[config.mk]
export PLATFORM = sky130hd
export DESIGN_NAME = latch_write_arbiter
export DESIGN_NICKNAME = d
export VERILOG_FILES = /design/src/rtl/latch_write_arbiter.sv
export SDC_FILE = /design/constraint.sdc
export NUM_CORES = 1
export LEC_CHECK = 0
export CORE_MARGIN = 4
export CORE_UTILIZATION = 43
export DETAILED_ROUTE_END_ITERATION = 8
export PLACE_DENSITY = 0.91
export SLEW_MARGIN = 20
export SYNTH_ARGS = -nofsm -noshare
export SYNTH_HDL_FRONTEND = slang
export SYNTH_SLANG_ARGS = --single-unit
export TNS_END_PERCENT = 1
[constraint.sdc]
create_clock -name clk -period 2.6 [get_ports clk]
set_input_delay 0.39 -clock clk [delete_from_list [all_inputs] [get_ports clk]]
set_output_delay 0.39 -clock clk [all_outputs]
set_load 0.02 [all_outputs]
[src/rtl/latch_write_arbiter.sv]
// Round-robin owner of a shared gated-latch bank. Each write is sequenced as
// setup -> enable pulse -> hold so latch D is stable around every En pulse.
module latch_write_arbiter #(
  parameter int N_REQ     = 4,
  parameter int WIDTH     = 8,
  parameter int NUM_LATCH = 4,
  parameter int AW        = 2,
  parameter int SETUP_CYC = 1,
  parameter int EN_CYC    = 2,
  parameter int HOLD_CYC  = 1
) (
  input  logic                   clk,
  input  logic                   rst_n,
  input  logic [N_REQ-1:0]       req,
  input  logic [N_REQ*WIDTH-1:0] req_data,
  input  logic [N_REQ*AW-1:0]    req_addr,
  output logic [N_REQ-1:0]       gnt,
  output logic [N_REQ-1:0]       ack,
  output logic                   err,
  output logic                   busy,
  output logic [WIDTH-1:0]       latch_d,
  output logic [NUM_LATCH-1:0]   latch_en
);

  localparam int MAX_CYC = (SETUP_CYC > EN_CYC)
                         ? ((SETUP_CYC > HOLD_CYC) ? SETUP_CYC : HOLD_CYC)
                         : ((EN_CYC > HOLD_CYC) ? EN_CYC : HOLD_CYC);
  localparam int CW = $clog2(MAX_CYC + 1);
  localparam int PW = $clog2(N_REQ);

  typedef enum logic [2:0] {
    S_IDLE   = 3'd0,
    S_SETUP  = 3'd1,
    S_ENABLE = 3'd2,
    S_HOLD   = 3'd3,
    S_DONE   = 3'd4
  } state_e;

  state_e               state_q, state_d;
  logic [CW-1:0]        cnt_q, cnt_d;
  logic [PW-1:0]        ptr_q, ptr_d, win_q, win_d;
  logic [AW-1:0]        addr_q, addr_d;
  logic [WIDTH-1:0]     data_q, data_d;
  logic [N_REQ-1:0]     gnt_q, gnt_d, ack_q, ack_d;
  logic                 err_q, err_d, busy_q, busy_d;
  logic [NUM_LATCH-1:0] en_q, en_d;

  logic                 found_s, hit_s, owned_s, in_range_s;
  logic [PW-1:0]        idx_s, sel_s;
  logic [AW-1:0]        addr_sel_s;
  logic [WIDTH-1:0]     data_sel_s;

  function automatic logic [PW-1:0] wrap_idx(input logic [PW-1:0] base, input int off);
    int s;
    s = int'(base) + off;
    if (s >= N_REQ) begin
      s = s - N_REQ;
    end else begin
      s = s;
    end
    return PW'(s);
  endfunction

  // Round-robin search from the pointer, then pick the winner's data/address.
  always_comb begin
    found_s    = 1'b0;
    hit_s      = 1'b0;
    idx_s      = ptr_q;
    sel_s      = ptr_q;
    data_sel_s = {WIDTH{1'b0}};
    addr_sel_s = {AW{1'b0}};
    for (int i = 0; i < N_REQ; i++) begin
      idx_s   = wrap_idx(ptr_q, i);
      hit_s   = !found_s && req[idx_s];
      sel_s   = hit_s ? idx_s : sel_s;
      found_s = found_s | hit_s;
    end
    for (int i = 0; i < N_REQ; i++) begin
      data_sel_s = (sel_s == PW'(i)) ? req_data[i*WIDTH +: WIDTH] : data_sel_s;
      addr_sel_s = (sel_s == PW'(i)) ? req_addr[i*AW +: AW] : addr_sel_s;
    end
  end

  // Transaction sequencer; the counter reloads on every state entry.
  always_comb begin
    state_d = state_q;
    cnt_d   = cnt_q;
    ptr_d   = ptr_q;
    win_d   = win_q;
    addr_d  = addr_q;
    data_d  = data_q;
    case (state_q)
      S_IDLE: begin
        if (found_s) begin
          state_d = S_SETUP;
          cnt_d   = CW'(SETUP_CYC - 1);
          ptr_d   = (int'(sel_s) == N_REQ - 1) ? {PW{1'b0}} : sel_s + PW'(1);
          win_d   = sel_s;
          addr_d  = addr_sel_s;
          data_d  = data_sel_s;
        end else begin
          state_d = S_IDLE;
        end
      end
      S_SETUP: begin
        if (cnt_q == {CW{1'b0}}) begin
          state_d = S_ENABLE;
          cnt_d   = CW'(EN_CYC - 1);
        end else begin
          cnt_d = cnt_q - CW'(1);
        end
      end
      S_ENABLE: begin
        if (cnt_q == {CW{1'b0}}) begin
          state_d = S_HOLD;
          cnt_d   = CW'(HOLD_CYC - 1);
        end else begin
          cnt_d = cnt_q - CW'(1);
        end
      end
      S_HOLD: begin
        if (cnt_q == {CW{1'b0}}) begin
          state_d = S_DONE;
          cnt_d   = {CW{1'b0}};
        end else begin
          cnt_d = cnt_q - CW'(1);
        end
      end
      S_DONE: begin
        state_d = S_IDLE;
        cnt_d   = {CW{1'b0}};
      end
      default: begin
        state_d = S_IDLE;
        cnt_d   = {CW{1'b0}};
      end
    endcase
  end

  // Outputs are decoded from the next state so they appear registered.
  always_comb begin
    owned_s    = state_d inside {S_SETUP, S_ENABLE, S_HOLD};
    in_range_s = (int'(addr_d) < NUM_LATCH);
    gnt_d      = {N_REQ{1'b0}};
    ack_d      = {N_REQ{1'b0}};
    en_d       = {NUM_LATCH{1'b0}};
    for (int i = 0; i < N_REQ; i++) begin
      gnt_d[i] = owned_s && (win_d == PW'(i));
      ack_d[i] = (state_d == S_DONE) && (win_d == PW'(i));
    end
    for (int j = 0; j < NUM_LATCH; j++) begin
      en_d[j] = (state_d == S_ENABLE) && (int'(addr_d) == j);
    end
    err_d  = (state_d == S_DONE) && !in_range_s;
    busy_d = (state_d != S_IDLE);
  end

  // State, captured request and all outputs share one register stage.
  always_ff @(posedge clk or negedge rst_n) begin
    if (!rst_n) begin
      state_q <= S_IDLE;
      cnt_q   <= {CW{1'b0}};
      ptr_q   <= {PW{1'b0}};
      win_q   <= {PW{1'b0}};
      addr_q  <= {AW{1'b0}};
      data_q  <= {WIDTH{1'b0}};
      gnt_q   <= {N_REQ{1'b0}};
      ack_q   <= {N_REQ{1'b0}};
      err_q   <= 1'b0;
      busy_q  <= 1'b0;
      en_q    <= {NUM_LATCH{1'b0}};
    end else begin
      state_q <= state_d;
      cnt_q   <= cnt_d;
      ptr_q   <= ptr_d;
      win_q   <= win_d;
      addr_q  <= addr_d;
      data_q  <= data_d;
      gnt_q   <= gnt_d;
      ack_q   <= ack_d;
      err_q   <= err_d;
      busy_q  <= busy_d;
      en_q    <= en_d;
    end
  end

  assign gnt      = gnt_q;
  assign ack      = ack_q;
  assign err      = err_q;
  assign busy     = busy_q;
  assign latch_d  = data_q;
  assign latch_en = en_q;

endmodule

# Word-level counts from Yosys, hierarchy flattened
# Index checks and enable logic that the tools add are counted.
[word_totals] ff_bits=32 output_inout_bits=22
[classes] addsub=9 order_cmp=8 eq_ne=18 n_mux=38 bitwise=3 reduce_logical=27
[ops] op="2-to-1 mux 2 bit" n=20
[ops] op="2-to-1 mux 8 bit" n=4
[ops] op="logical AND 1 bit" n=15
[ops] op="equality test 2 bit (second input constant)" n=6
[ops] op="equality test 3 x 2 -> 1 bit (second input constant)" n=4
[ops] op="< comparator 2 x 3 -> 1 bit (second input constant)" n=4
[ops] op="case mux 3 bit (4 select lines)" n=1
[ops] op="subtractor 2 x 1 -> 2 bit (second input constant)" n=5
[ops] op=">= comparator 3 bit (second input constant)" n=3
[ops] op="2-to-1 mux 3 bit" n=3
[ops] op="binary-select mux 1 bit (select 2 bit)" n=4
[ops] op="equality test 2 x 1 -> 1 bit (second input constant)" n=4
[ops] op="logical NOT 2 bit" n=4
[ops] op="adder 2 x 2 -> 3 bit (second input constant)" n=2
[ops] op="equality test 3 x 1 -> 1 bit (second input constant)" n=2
[ops] op="case mux 2 bit (3 select lines)" n=1
[ops] op="nonzero test 3 bit" n=2
[ops] op="2-to-1 mux 1 bit" n=5
[ops] op="adder 2 x 1 -> 3 bit (second input constant)" n=1
[ops] op="equality test 3 bit (second input constant)" n=1
[ops] op=">= comparator 2 x 3 -> 1 bit (second input constant)" n=1
[ops] op="logical NOT 1 bit" n=3
[ops] op="logical NOT 3 bit" n=1
[ops] op="OR 1 bit" n=3
[ops] op="4 further kinds" n=4

# Depth between registers and ports, before layout
# Gate-level depths: netlist (run 1).
[depth] ltp_word=22 mapped_depth=10

# Least setup slack after synthesis (run 1)
# Ideal clock, no wire load.
[synth_path] kind="register -> register" from="register ptr_q[1]" to="register addr_q[1]" arrival_ns=2.145 t_required_ns=2.513 path_slack_ns=0.368 stages_incl_launch_ff=11 n_path_buf=1 synth_period_minus_slack_ns=2.232 path_cell_list="dfrtp_1 > nor3b_1 > a2111oi_2 > nor2_1 > inv_1 > ha_1 > nor2b_1 > clkbuf_1 > a221oi_1 > a211o_1 > a22oi_1"
[synth_via] elab_chain_len=20 elab_cells_between_ends=46 cone_classes="7 x add/sub; 4 x order compare; 3 x eq/ne; 22 x mux; 3 x bitwise; 7 x reduce/logical"
[synth_rtl] element="from (decl)" line_no="41" text="logic [PW-1:0] ptr_q, ptr_d, win_q, win_d;"
[synth_rtl] element="from (signal assigned)" line_no="163" text="ptr_q <= {PW{1'b0}};"
[synth_rtl] element="from (signal assigned)" line_no="175" text="ptr_q <= ptr_d;"
[synth_rtl] element="adder 2 x 1 -> 3 bit (tied with other cells)" line_no="55" text="s = int'(base) + off;"
[synth_rtl] element=">= comparator 3 bit (tied with other cells)" line_no="56" text="if (s >= N_REQ) begin"
[synth_rtl] element="2-to-1 mux 2 bit / binary-select mux 1 bit (select 2 bit) (equally long branches)" line_no="56, 74"
[synth_rtl] element="binary-select mux 1 bit (select 2 bit) / 2-to-1 mux 1 bit (equally long branches)" line_no="74" text="hit_s = !found_s && req[idx_s];"
[synth_rtl] element="2-to-1 mux 1 bit (implied by the code) / logical NOT 1 bit (equally long branches)" line_no="74"
[synth_rtl] element="logical AND 1 bit" line_no="74"
[synth_rtl] element="OR 1 bit" line_no="76" text="found_s = found_s | hit_s;"
[synth_rtl] element="logical NOT 1 bit" line_no="74"
[synth_rtl] element="[2 not listed]"
[synth_rtl] element="logical NOT 1 bit" line_no="74"
[synth_rtl] element="logical AND 1 bit" line_no="74"
[synth_rtl] element="2-to-1 mux 2 bit" line_no="75" text="sel_s = hit_s ? idx_s : sel_s;"
[synth_rtl] element="logical NOT 2 bit" line_no="80" text="addr_sel_s = (sel_s == PW'(i)) ? req_addr[i*AW +: AW] : addr_sel_s;"
[synth_rtl] element="2-to-1 mux 2 bit (4 in series)" line_no="80"
[synth_rtl] element="2-to-1 mux 2 bit (*)" line_no="94" text="if (found_s) begin"
[synth_rtl] element="2-to-1 mux 2 bit (*)" line_no="92" text="case (state_q)"
[synth_rtl] element="named net addr_d[1]" line_no="42" text="logic [AW-1:0] addr_q, addr_d;"
[synth_rtl] element="to (signal assigned)" line_no="165" text="addr_q <= {AW{1'b0}};"
[synth_rtl] element="to (signal assigned)" line_no="177" text="addr_q <= addr_d;"
[synth_rtl] element="to (decl)" line_no="42"
# Mark *: on every way through the listed nets, which the timed path passes. The rest lies on a longest branch. The select of a mux whose other input is x is not followed.
# A chain may end at the register's enable or synchronous reset.

# Worst setup path after layout (run 1)
[layout_path] from="input port req[1]" to="register addr_q[1]"
[layout_via] elab_chain_len=18 elab_cells_between_ends=31 cone_classes="3 x eq/ne; 18 x mux; 3 x bitwise; 7 x reduce/logical"
[layout_rtl] element="from (decl)" line_no="14" text="input logic [N_REQ-1:0] req,"
[layout_rtl] element="binary-select mux 1 bit (select 2 bit)" line_no="74"
[layout_rtl] element="2-to-1 mux 1 bit (implied by the code)" line_no="74"
[layout_rtl] element="logical NOT 1 bit" line_no="74"
[layout_rtl] element="logical AND 1 bit" line_no="74"
[layout_rtl] element="OR 1 bit" line_no="76"
[layout_rtl] element="logical NOT 1 bit" line_no="74"
[layout_rtl] element="logical AND 1 bit" line_no="74"
[layout_rtl] element="OR 1 bit" line_no="76"
[layout_rtl] element="logical NOT 1 bit" line_no="74"
[layout_rtl] element="logical AND 1 bit" line_no="74"
[layout_rtl] element="2-to-1 mux 2 bit" line_no="75"
[layout_rtl] element="logical NOT 2 bit" line_no="80"
[layout_rtl] element="2-to-1 mux 2 bit (4 in series)" line_no="80"
[layout_rtl] element="2-to-1 mux 2 bit (*)" line_no="94"
[layout_rtl] element="2-to-1 mux 2 bit (*)" line_no="92"
[layout_rtl] element="named net addr_d[1]" line_no="42"
# Marks and branches as above.

==> results of run 1 <==
flip-flops by register name (all words and copies together) (netlist names):
register	count
ack	4
addr_q	2
busy	1
cnt_q	2
gnt	4
latch_d	8
latch_en	4
ptr_q	2
state_q	3
win_q	2
timing repair:
| item | 4_1_cts | 5_1_grt |
|---|---|---|
| endpoints found under the setup margin | 0 | 9 |
| setup buffers | 0 | 1 |
| gates resized for setup | 0 | 3 |
path summary, 6_finish.rpt:
check	startpoint	endpoint	slack (ns)	cells after the start
min in group asynchronous	rst_n	latch_d[3]	0.52	2
max reg2reg	ptr_q[1]	addr_q[1]	0.22	10
min	addr_q[1]	latch_en[1]	0.47	1
min reg2reg	addr_q[1]	latch_en[1]	0.47	1
max	req[1]	addr_q[1]	0.06	11
max in group asynchronous	rst_n	win_q[1]	1.79	2
metal layers:
layer  vias up  wire length [um]  part of all wire [%]  GRT usage (%)
met4         0               125                   2.6           9.19
li1        804                 -                     -              -
met2        44              2650                    54           32.4
met1       828              1930                    39           24.8
met3        10               197                   4.0           4.77
met5         -                 0                     0              0
layout by cell type, fill, tap and decap left out, drive strengths merged, types with 2 or more instances in the layout:
cell type      instances
a211o                 12
a211oi                 5
a21oi                 19
a221oi                 9
a22oi                  2
and2                   3
buf                   22
clkbuf                 6
clkdlybuf4s50         66
dfrtp                 32
ha                     4
inv                   15
nand2                  9
nor2                  16
nor2b                  6
nor3                   7
nor3b                  5
nor4                   5
o21a                   3
or2                    2
layout make-up:
cell class | instances | area, sq um | area share (%)
clock inverter | 2 | 35.0 | 1.31
clock buffer | 6 | 72.6 | 2.71
multi-input combinational | 119 | 828 | 30.9
tap | 48 | 60.1 | 2.24
inverter | 15 | 56.3 | 2.10
sequential | 32 | 801 | 29.9
timing repair buffer | 88 | 826 | 30.8
power by group:
group	internal [mW]	total, mW	switching, mW
Combinational	0.852	1.76	0.907
Clock	0.284	0.462	0.178
Sequential	0.704	0.854	0.150
Total	1.84	3.08	1.24
through the flow:
step                setup WS (ns)  hold slack (ns)  util, %  total power [mW]
global placement           -0.112            0.447     67.8              2.53
CTS                        0.0689            0.469     70.6              3.08
global route              -0.0676            0.496     71.0              3.32
finish                     0.0570            0.470     71.0              3.08
floorplan                   0.368           0.0944        -              1.92
detailed placement         -0.215            0.460     67.8              2.60
worst max-delay path: stages:
cell                              delay (ns)
sky130_fd_sc_hd__clkdlybuf4s50_1        0.56
sky130_fd_sc_hd__nor3b_1                0.09
sky130_fd_sc_hd__a2111oi_2              0.44
sky130_fd_sc_hd__nor2_1                 0.15
sky130_fd_sc_hd__inv_1                  0.11
sky130_fd_sc_hd__ha_1                   0.17
sky130_fd_sc_hd__nor2b_1                0.13
sky130_fd_sc_hd__buf_4                  0.18
sky130_fd_sc_hd__a221oi_1               0.09
sky130_fd_sc_hd__a211o_1                0.28
sky130_fd_sc_hd__a22oi_1                0.15
cells by family (layout without fill, tap and decap cells):
kind of cell | after synthesis | count (layout) | synth area share [%]
AOI/OAI and AO/OA | 56 | 56 | 24.3
and+or+nand+nor | 56 | 56 | 19.1
DFF | 32 | 32 | 46.5
buffers and inverters | 25 | 111 | 5.88
adders and majority gates | 4 | 4 | 2.90
other | 1 | 1 | 0.218
xor gates and xnor gates | 1 | 1 | 0.508
muxes | 1 | 1 | 0.581
==> summary.md, run 1 <==
For the post-synthesis instance area, the log shows 1720 sq um. The final estimated routing congestion in global placement is 0.811, and the largest fanout on the critical path is 9. The initial DRC count was 124.

The tree is rooted in a sky130_fd_sc_hd__clkbuf_8. Sequential elements use 46.5% of the synthesized area. The number of max-slew violations in the final report came out at 0.

The flow ran to the end, and the final reports show no timing, DRC or antenna violations. In this run, placement finished with an instance count of 301. From synthesis to final layout, the design area changed by 55.5%.

The first global-routing pass estimated 7930 um of wire. Each instance of the synthesized netlist takes up on average 9.79 sq um. In this run the tool buffered the top-level ports with 66 buffer cells. The clock drives 32 sinks. The final critical path takes up 97.8% of the cycle. For the maximum clock rate, the log shows 393 MHz. Slew at the pin closest to its max-slew limit: 0.514 ns.

By instance count, the leading cell after synthesis is sky130_fd_sc_hd__dfrtp_1. The run gives 0.729 mV as the largest vdd supply drop. Total inserted antenna cells: 0.

The longest clock path from root to sink contains 2 buffers. For this design the top-level I/O count stands at 68. Counting instances in the post-synthesis netlist gives the leading cell types as 32 x sky130_fd_sc_hd__dfrtp_1, 19 x sky130_fd_sc_hd__a21oi_1, 16 x sky130_fd_sc_hd__nor2_1, 14 x sky130_fd_sc_hd__inv_1, 12 x sky130_fd_sc_hd__a211o_1.

TritonCTS built the clock tree. The floorplan step defined a die boundary enclosing 5080 sq um. Adding up every negative setup slack in the final design gives 0 ns.

The Yosys step of the flow raised 0 warnings. The tools report the standard-cell row count as 22. The filler cells instantiated in the layout total 279.

The run gives 0.00379 ns as the worst clock skew. Entering global routing, the biggest net connects 33 pins. The setup path with the least slack is of type input pin to flop. The run gives 0 as the number of maximum-capacitance violations. The top cell type's share of synthesized area works out to 46.5%. The worst max-slew margin expressed relative to the limit came out at 65.4%. CTS built an H-tree with a depth of 2.

The core footprint came out at 3770 sq um. The worst setup path is captured at a flop. After technology mapping, the gate count stands at 176. The number of nets still failing antenna checks after routing was 0; the clock insertion delay at the later pin of the skew report was 0.28 ns. The number of distinct library cells after synthesis was 37. The number of nets in the finished design is 311, and the share of flip-flops with an asynchronous set or reset after synthesis is 100%.

Measured along the y axis, the die boundary spans 71.3 um. TritonCTS created 5 clock buffers. Data on the critical path is required at its endpoint by 2.80 ns. The tools report the number of global-route vias before repair as 1712. Of all cell types, the one taking the most synthesized area is sky130_fd_sc_hd__dfrtp_1. The share of cells above drive strength 1 works out to 17.2%. The first TritonRoute pass finished after 4 iterations. After synthesis, the cell types taking the most area are sky130_fd_sc_hd__dfrtp_1 46%, sky130_fd_sc_hd__a211o_1 6.1%, sky130_fd_sc_hd__a21oi_1 5.5%. The die outline width was 71.3 um. The average vias per placed instance works out to 5.44.

The kind of path behind the tightest hold check is flop to flop. Detailed routing inserted a total of 1686 vias. The final routed wirelength across all metal layers came out at 4900 um. The number of register bits inferred by synthesis works out to 32.

Global routing used 19.9% of the available tracks. For this design, the CTS-stage hold fixing added 0 buffers. Once the floorplan was initialized, standard cells occupied 45.7% of the core. The tools report the number of nets produced by synthesis as 226. With fillers left out, the area of the finished cells amounts to 2680 sq um.

The startpoint type of the worst setup path was an input pin. The number of remaining DRC errors was 0; the leakage power summed over all cells was 1.20 nW. The number of hold violations in the final report is 0, and the post-layout minimum cycle time is 2.54 ns. The power density over cell area was 1150 nW/um^2.

The detailed-route wire length per cell was 15.8 um. The initial antenna violation count was 0; the arrival time reported for the critical path endpoint was 2.74 ns. Summing all placed instances gives a cell area of 2560 sq um. The non-filler instance count after layout was 310; the sum of overflow across all layers after global routing was 0. In this run, synthesis inferred 0 flip-flops with an integrated enable. Clock-pin slew was measured on the worst setup and hold paths at 0.07 ns.

The total of endpoints with negative setup slack in the final report came out at 0. Among all flip-flop cells after synthesis, the most frequent one is sky130_fd_sc_hd__dfrtp_1. Summed over all nets, the half-perimeter wirelength after detailed placement is 3740 um.
No activity file was read; power rests on OpenSTA's default activity.
==> inputs of run 2 (changes only) <==
CAP_MARGIN = 40   (was default)
SETUP_SLACK_MARGIN = 0.02   (was default)
==> summary.md, run 2 (synthesized netlist as in run 1, its figures left out) <==
The flow ran to the end, and the final reports show no timing, DRC or antenna violations. Initial DRC count: 107 (-14%). The power density over cell area was 1150 nW/um^2 (+0.14%); the core footprint was 3770 sq um (unchanged).

The share of cells above drive strength 1 was 17.2% (unchanged). In this run the worst hold path is classified as flop to flop. For the largest vdd supply drop, the log shows 0.728 mV (-0.17%). The cell depth of the worst min-delay path is 1 (unchanged), and the number of hold violations in the final report is 0 (unchanged). STA classifies the critical path startpoint as an input pin. The global-route wire length before repair is 7930 um (unchanged), and the number of detailed-routing iterations run before antenna repair is 4 (unchanged). The run gives 0 (unchanged) as the initial antenna violation count. The worst hold slack after final layout is 0.471 ns (+0.00105 ns), and the filler cell count is 277 (-0.72%). The area enclosed by the die boundary is 5080 sq um (unchanged), and the register-to-register setup slack is 0.20 ns (-0.02 ns). The tools report the number of remaining DRC errors as 0 (unchanged). The clock slew seen by the registers of the worst setup and hold paths came out at 0.07 ns (about the same). The tools report the number of nets in the finished design as 311 (unchanged). The largest fanout on the critical path was 9 (unchanged).

The logs give 2 (unchanged) for the deepest clock path buffer count and 0 (unchanged) for the number of maximum-capacitance violations. The number of max-slew violations in the final report is 0 (unchanged). The slew at the pin closest to its max-slew limit was 0.526 ns (+0.0118 ns); the final HPWL from detailed placement was 3740 um (unchanged).

The run gives 64.6% (-0.80 points) as the worst max-slew margin expressed relative to the limit. The worst register-to-register path begins at ptr_q[1]. The total inserted antenna cells was 0 (unchanged).

CTS placed an instance of sky130_fd_sc_hd__clkbuf_8 at the clock tree root. The die outline width works out to 71.3 um (unchanged). Grouping stages by cell kind, the critical path spends the most delay in compound AO/OA/AOI/OAI gates. The maximum clock rate is 395 MHz (+0.39%), and the count of H-tree levels built during CTS is 2 (unchanged).

The clock insertion delay at the later pin of the skew report was 0.29 ns (about the same). The logs give 0.00499 ns (+0.00120 ns) for the worst clock skew and 0 (unchanged) for the number of nets still failing antenna checks after routing. The effective utilization at floorplan came out at 45.7% (unchanged).

The worst setup path is of the input pin to flop kind. The detailed-route wire length per cell works out to 16.1 um (+1.9%). The number of global-route vias before repair is 1712 (unchanged).

The tools report the total of endpoints with negative setup slack in the final report as 0 (unchanged). Detailed-route via count: 1693 (+0.42%). The number of cells on the worst reg-to-reg path works out to 10 (unchanged). The die outline height was 71.3 um (unchanged). The top cell types in the final layout, fill and taps aside, are 65 x sky130_fd_sc_hd__clkdlybuf4s50_1, 32 x sky130_fd_sc_hd__dfrtp_1, 22 x sky130_fd_sc_hd__buf_4. The delay of the slowest critical-path stage is 0.55 ns (about the same). Walking the worst path, the cells encountered are clkdlybuf4s50_1, nor3b_1, a2111oi_2, nor2_1, inv_1, ha_1, nor2b_1, buf_4, a221oi_1, a211o_1, a22oi_1. The reg-to-reg endpoint is addr_q[1].

The critical hold path startpoint was addr_q[0]. The tools report the global routing usage summed across all routing layers as 19.9% (unchanged). TritonCTS built the clock tree.

The top-level port count is 68 (unchanged). The pin count of the biggest net entering global routing was 33 (unchanged); the post-layout minimum cycle time was 2.53 ns (-0.00977 ns). The tools report the final estimated routing congestion in global placement as 0.811 (unchanged).

Compared with the post-synthesis result, the final layout area differs by 55.9%. Post-route setup TNS: 0 ns (unchanged). The leakage power summed over all cells is 1.22 nW (+1.1%), and the average vias per placed instance is 5.46 (+0.42%). The number of buffers created by CTS is 5 (unchanged), and the count of buffers inserted at the top-level ports is 66 (unchanged). For the final routed wirelength across all metal layers, the log shows 4990 um (+1.9%). The standard-cell row count came out at 22 (unchanged). The final worst-path cycle share is 97.4% (-0.38 points), and the number of sinks handled by clock tree synthesis is 32 (unchanged).

For the arrival time reported for the critical path endpoint, the log shows 2.73 ns (about the same). For the sum of overflow across all layers after global routing, the log shows 0 (unchanged). The slowest library cell on the worst path was sky130_fd_sc_hd__clkdlybuf4s50_1. Number of flip-flops in the largest register: 8 (unchanged). The path with the worst hold slack has its endpoint at latch_en[2].

STA classifies the critical path endpoint as a flop. The run gives 2.80 ns (about the same) as the endpoint required time on the critical path. The most frequent standard cell in the layout excluding fill and tap cells is sky130_fd_sc_hd__clkdlybuf4s50_1. The critical path buffer and inverter count works out to 3 (unchanged).
run 2: worst register-to-register path, stage by stage, from the launching register on:
cell                        delay (ns)
sky130_fd_sc_hd__dfrtp_1          0.43
sky130_fd_sc_hd__nor3b_1          0.17
sky130_fd_sc_hd__a2111oi_2        0.46
sky130_fd_sc_hd__nor2_1           0.14
sky130_fd_sc_hd__inv_1            0.10
sky130_fd_sc_hd__ha_1             0.17
sky130_fd_sc_hd__nor2b_1          0.13
sky130_fd_sc_hd__buf_4            0.18
sky130_fd_sc_hd__a221oi_1         0.10
sky130_fd_sc_hd__a211o_1          0.28
sky130_fd_sc_hd__a22oi_1          0.15
run 2: how the worst max path moves through the flow:
stage / cells after the start / end / slack (ns) / start
finish: 11 / addr_q[1] / 0.07 / req[0]
global route: 11 / addr_q[1] / -0.07 / req[2]
CTS: 11 / addr_q[1] / 0.07 / req[1]
detailed placement: 11 / addr_q[1] / -0.22 / req[1]
global placement: 11 / addr_q[1] / -0.11 / req[0]
floorplan: 10 / addr_q[1] / 0.37 / ptr_q[1]
run 2: what timing repair did:
action | in CTS | in global routing
endpoints found under the setup margin | 0 | 10
hold buffers | 0 | 0
resized for setup | 0 | 5
setup buffers | 0 | 1
run 2: metrics by stage:
step	power (mW)	setup slack [ns]	area (sq um)	util [%]	instances
6_report	3.09	0.0668	2690	71.2	310
3_5_place_dp	2.60	-0.215	2560	67.8	301
2_1_floorplan	1.92	0.368	1720	-	176
3_3_place_gp	2.53	-0.112	2560	67.8	301
5_1_grt	3.33	-0.0662	2690	71.2	310
4_1_cts	3.08	0.0689	2660	70.6	309
run 2: layer usage:
metal / track usage (%) / wire (um)
met1: 24.8 / 1970
met2: 32.4 / 2720
met3: 4.77 / 158
met4: 9.19 / 140
met5: 0 / 0
run 2: report_power, final:
part | internal (mW) | switching (mW)
Combinational | 0.854 | 0.913
Sequential | 0.704 | 0.153
Clock | 0.284 | 0.180
run 2: final cells by class:
type | instances | area, sq um | share of cell area [%]
clock buffers | 6 | 72.6 | 2.70
flip-flops and latches | 32 | 801 | 29.8
repair buffers | 88 | 828 | 30.8
multi-input cells | 119 | 833 | 31.0
inverters | 15 | 56.3 | 2.10
well taps | 48 | 60.1 | 2.24
clock inverters | 2 | 35.0 | 1.30
